**config.mk**
```make
export PLATFORM = sky130hd
export DESIGN_NAME = piano_play_ctrl
export DESIGN_NICKNAME = d
export VERILOG_FILES = /design/src/rtl/piano_play_ctrl.sv
export SDC_FILE = /design/constraint.sdc
export NUM_CORES = 1
export LEC_CHECK = 0
export BUFFER_PORTS_ARGS = -buffer_cell sky130_fd_sc_hd__buf_2
export CORE_MARGIN = 1.5
export CORE_UTILIZATION = 50
export DETAILED_ROUTE_END_ITERATION = 12
export GPL_TIMING_DRIVEN = 1
export PLACE_DENSITY = 0.71
export SKIP_CTS_REPAIR_TIMING = 1
export SYNTH_ARGS = -nofsm -noshare
export SYNTH_HDL_FRONTEND = slang
export SYNTH_SLANG_ARGS = --single-unit
```
**constraint.sdc**
```tcl
create_clock -name CLK -period 2.1 [get_ports CLK]
set_input_delay 0.42 -clock CLK [delete_from_list [all_inputs] [get_ports CLK]]
set_output_delay 0.42 -clock CLK [all_outputs]
set_load 0.02 [all_outputs]
```
**src/rtl/piano_play_ctrl.sv**
```systemverilog
// piano_play_ctrl: song playback sequencer and note-source arbiter.
// A free-running quarter-beat counter (enabled only while playing) steps the
// external song ROM address; a registered arbiter chooses between the held
// manual key and the song note for the tone generator.
module piano_play_ctrl #(
  parameter int BEAT_DIV = 25_000_000,
  parameter int SONG_LEN = 110
) (
  input  logic       CLK,
  input  logic       RESET,
  input  logic       START,
  input  logic       STOP,
  input  logic       PAUSE,
  input  logic       LOOP,
  input  logic       KEY_VALID,
  input  logic [3:0] KEY_NOTE,
  input  logic [3:0] SONG_NOTE,
  output logic [6:0] STEP,
  output logic       BEAT,
  output logic [3:0] NOTE,
  output logic       BUSY
);

  localparam int CNT_W = $clog2(BEAT_DIV);
  localparam logic [CNT_W-1:0] CNT_LAST  = CNT_W'(BEAT_DIV - 1);
  localparam logic [6:0]       STEP_LAST = 7'(SONG_LEN - 1);
  localparam logic [3:0]       NOTE_NONE = 4'd8;

  typedef enum logic [1:0] {
    ST_IDLE  = 2'd0,
    ST_PLAY  = 2'd1,
    ST_PAUSE = 2'd2
  } state_t;

  state_t           state_q, state_d;
  logic [CNT_W-1:0] cnt_q, cnt_d;
  logic [6:0]       step_q, step_d;
  logic             beat_q, beat_d;
  logic [3:0]       note_q, note_d;

  // Codes above 8 carry no pitch; fold them onto "none".
  function automatic logic [3:0] sanitize(input logic [3:0] code);
    return (code > NOTE_NONE) ? NOTE_NONE : code;
  endfunction

  // Next-state logic: commands resolved STOP > START > PAUSE, beat counting in PLAY.
  always_comb begin
    state_d = state_q;
    cnt_d   = cnt_q;
    step_d  = step_q;
    beat_d  = 1'b0;
    if (STOP) begin
      state_d = ST_IDLE;
      cnt_d   = '0;
      step_d  = '0;
    end else begin
      case (state_q)
        ST_IDLE: begin
          if (START) begin
            state_d = ST_PLAY;
            cnt_d   = '0;
            step_d  = '0;
          end
        end
        ST_PLAY: begin
          // The edge that samples PAUSE is still a playing cycle, so it counts;
          // this keeps each step at exactly BEAT_DIV cycles of PLAY.
          if (cnt_q == CNT_LAST) begin
            cnt_d  = '0;
            beat_d = 1'b1;
            if (step_q != STEP_LAST) begin
              step_d = step_q + 7'd1;
            end else if (LOOP) begin
              step_d = '0;
            end else begin
              step_d  = '0;
              state_d = ST_IDLE;
            end
          end else begin
            cnt_d = cnt_q + CNT_W'(1);
          end
          // START is ignored while playing and masks a coincident PAUSE.
          if (PAUSE && !START && (state_d == ST_PLAY)) begin
            state_d = ST_PAUSE;
          end
        end
        ST_PAUSE: begin
          // Resume keeps the frozen counter value.
          if (START || PAUSE) begin
            state_d = ST_PLAY;
          end
        end
        default: begin
          state_d = ST_IDLE;
          cnt_d   = '0;
          step_d  = '0;
        end
      endcase
    end
  end

  // Note arbitration: held key wins, then the song while playing, else silence.
  always_comb begin
    note_d = NOTE_NONE;
    if (KEY_VALID) begin
      note_d = sanitize(KEY_NOTE);
    end else if (state_q == ST_PLAY) begin
      note_d = sanitize(SONG_NOTE);
    end
  end

  // State and output registers with asynchronous reset.
  always_ff @(posedge CLK or posedge RESET) begin
    if (RESET) begin
      state_q <= ST_IDLE;
      cnt_q   <= '0;
      step_q  <= '0;
      beat_q  <= 1'b0;
      note_q  <= NOTE_NONE;
    end else begin
      state_q <= state_d;
      cnt_q   <= cnt_d;
      step_q  <= step_d;
      beat_q  <= beat_d;
      note_q  <= note_d;
    end
  end

  assign STEP = step_q;
  assign BEAT = beat_q;
  assign NOTE = note_q;
  assign BUSY = (state_q != ST_IDLE);

endmodule
```
==> results.toml <==
[floorplan]
core_um2 = 4086
ios = 28
die_w_um = 68.99
num_rows = 23
die_area_um2 = 4759
die_h_um = 68.99
start_util = 0.5328

[cts]
clk_pin_slew_ps = 80
h-tree-depth = 2
cts_made_buffers = 5
insertion_delay_ps = 290
cts_tree = "done"
cts_sinks = 39
clockBufferDepth = 2
root_buffer = "clkbuf_8"

[synthesis]
synth_edf_count = 0
synth-seq-area-share = 0.4489
ys_seq_elements = 39
ys_types = 47
netlist_top_cells_area = "dfrtp_1, nand3_1, nand2_1"
synth.net_count = 251
yosys.area.top_type_share = 0.4368
synth_common_cells = "dfrtp_1, nand2_1, nor2_1"
synth_async_sr_flop_share = 1.000
yosys.area.top_type = "dfrtp_1"
syn-mean-instance-area_um2 = 9.344
post-synth-top-count-cell = "dfrtp_1"
dominantRegCellSynth = "dfrtp_1"
synth_area_um2 = 2177
synthCells = 233
ys_warn_count = 0

[worst_setup_path]
slowest_delay_ps = 420
cp.buffers_inverters = 0
crit_path_end_kind = "flop"
cp_slowest_cell = "or3_4"
crit_arrival_ps = 2210
crit_required_ps = 2300
cp_top_family = "simple AND/OR/NAND/NOR gates"
crit_type = "flop to flop"
crit_chain = "ha_1 -> and3_2 -> nand3_2 -> or3_4 -> or2_4 -> o31ai_2"
critPathMaxFanout = 6
start_kind = "flop"

[grt]
grt_max_degree = 40
grt_pass1_vias = 1632
track_usage = 0.2249
gr-total-overflow = 0
grt_pass1_wl_um = 7886
antenna_found_initial = 0

[routing]
viasPerCell = 5.933
drt-total-wl_um = 4673
first_iter_violations = 165
ant_nets = 0
wl_per_cell_um = 14.33
vias = 1934
drt_pass1_iterations = 4
drc = 0

[place]
post-dp-hpwl_um = 3318
io_buffers = 27
gp_congestion = 0.7974

[sta]
fmax_mhz = 499.8
slew_headroom = 0.5354
final-setup-viol-count = 0
drv_slew = 0
skew_ps = 10.30
layout_min_cycle_time_ps = 2001
finalCritPeriodShare = 0.9528
hold_violations = 0
worst_pin_slew_ps = 687.2

[power]
p_leak_nw = 1.127
irDropWorstVdd_uv = 366.8
power_per_cell_area_nw_per_um2 = 560.2
finalPower_mw = 1.424

[layout]
antenna_cells = 0
drive_gt1_frac = 0.2355
final_nets = 293
final_core_util = 0.6219
syn_to_final_growth_pct = 16.72

[min_path]
hp-class = "input port to asynchronous set/reset pin"

[run_status]
status = "completed"

[run]
cap_violations = 0
-- per-stage QoR --
stage	hold WS, ps	std cells	setup slack [ps]	cell area (um^2)	setup TNS, ps
CTS	247.5	325	60.69	2532	0
finish	238.1	326	99.22	2541	0
floorplan	463.8	233	204.4	2177	0
global route	297.5	326	-9.424	2541	-22.49
detailed placement	496.1	317	73.11	2451	0
global placement	488.2	317	130.8	2451	0
-- cells in the final DEF (no fill, tap or decap), types with 4 or more instances in the layout --
master,Yosys,final
o21ai_0,9,8
buf_2,2,27
dfrtp_1,38,38
xor2_1,6,6
and3_1,8,7
nor2b_1,4,4
nand2_1,19,19
nand3_1,15,15
clkbuf_8,0,5
buf_4,0,17
nor3_1,4,4
o31ai_2,5,5
a31oi_1,10,10
o21ai_1,8,9
o31ai_1,5,5
a21oi_1,11,11
nand4_1,10,10
a22o_1,5,5
inv_1,7,7
nor2_1,16,16
nand2b_1,6,6
-- path summary, 6_finish.rpt --
path                                  startpoint                endpoint  slack, ps  cells past startpoint
max                         cnt_q[0]$_DFFE_PP0P_     STEP[3]$_DFFE_PP0P_        100                      6
min                                        RESET   cnt_q[10]$_DFFE_PP0P_        240                      3
max reg2reg                 cnt_q[0]$_DFFE_PP0P_     STEP[3]$_DFFE_PP0P_        100                      6
min reg2reg                cnt_q[19]$_DFFE_PP0P_   cnt_q[19]$_DFFE_PP0P_        500                      1
max in group asynchronous                  RESET       NOTE[3]$_DFF_PP1_       1510                      3
min in group CLK                           START  state_q[1]$_DFFE_PP0P_        320                      2
-- final cells by class --
| type | instances | area, um^2 |
|---|---|---|
| Inverter | 7 | 26.28 |
| Clock buffer | 7 | 76.32 |
| Timing Repair Buffer | 44 | 262.8 |
| Tap cell | 50 | 62.56 |
| Clock inverter | 1 | 5.005 |
| Sequential cell | 39 | 977.2 |
| Multi-Input combinational cell | 178 | 1131 |
| Fill cell | 335 | 1545 |
-- worst min-delay path, delay by kind of cell --
family,cells,cell delay (ps)
buffers and inverters,3,550
-- flip-flops by register name (all words and copies together) (netlist names) --
register  count
BEAT          1
NOTE          4
STEP          7
cnt_q        25
state_q       2
-- cell families after synthesis --
| kind of cell | synth area share |
|---|---|
| simple gates | 0.2730 |
| buf+inv | 0.03219 |
| compound gates | 0.1908 |
| fa+ha+maj | 0.01724 |
| mux | 0.01379 |
| xor+xnor | 0.02414 |
| flops | 0.4489 |
-- routing by layer --
layer,up-vias,global-route usage,part of all wire
li1,958,-,-
met1,920,0.3233,0.50
met2,52,0.3305,0.44
met3,4,0.04870,0.043
met4,0,0.08578,0.0090
met5,-,0,0
-- where the power goes --
part / internal (mW) / switching, mW / total (mW)
Clock: 0.233 / 0.250 / 0.483
Sequential: 0.766 / 0.0127 / 0.778
Combinational: 0.0625 / 0.0999 / 0.162
Total: 1.06 / 0.363 / 1.42
Note: power is estimated with default switching activity, not from simulation.
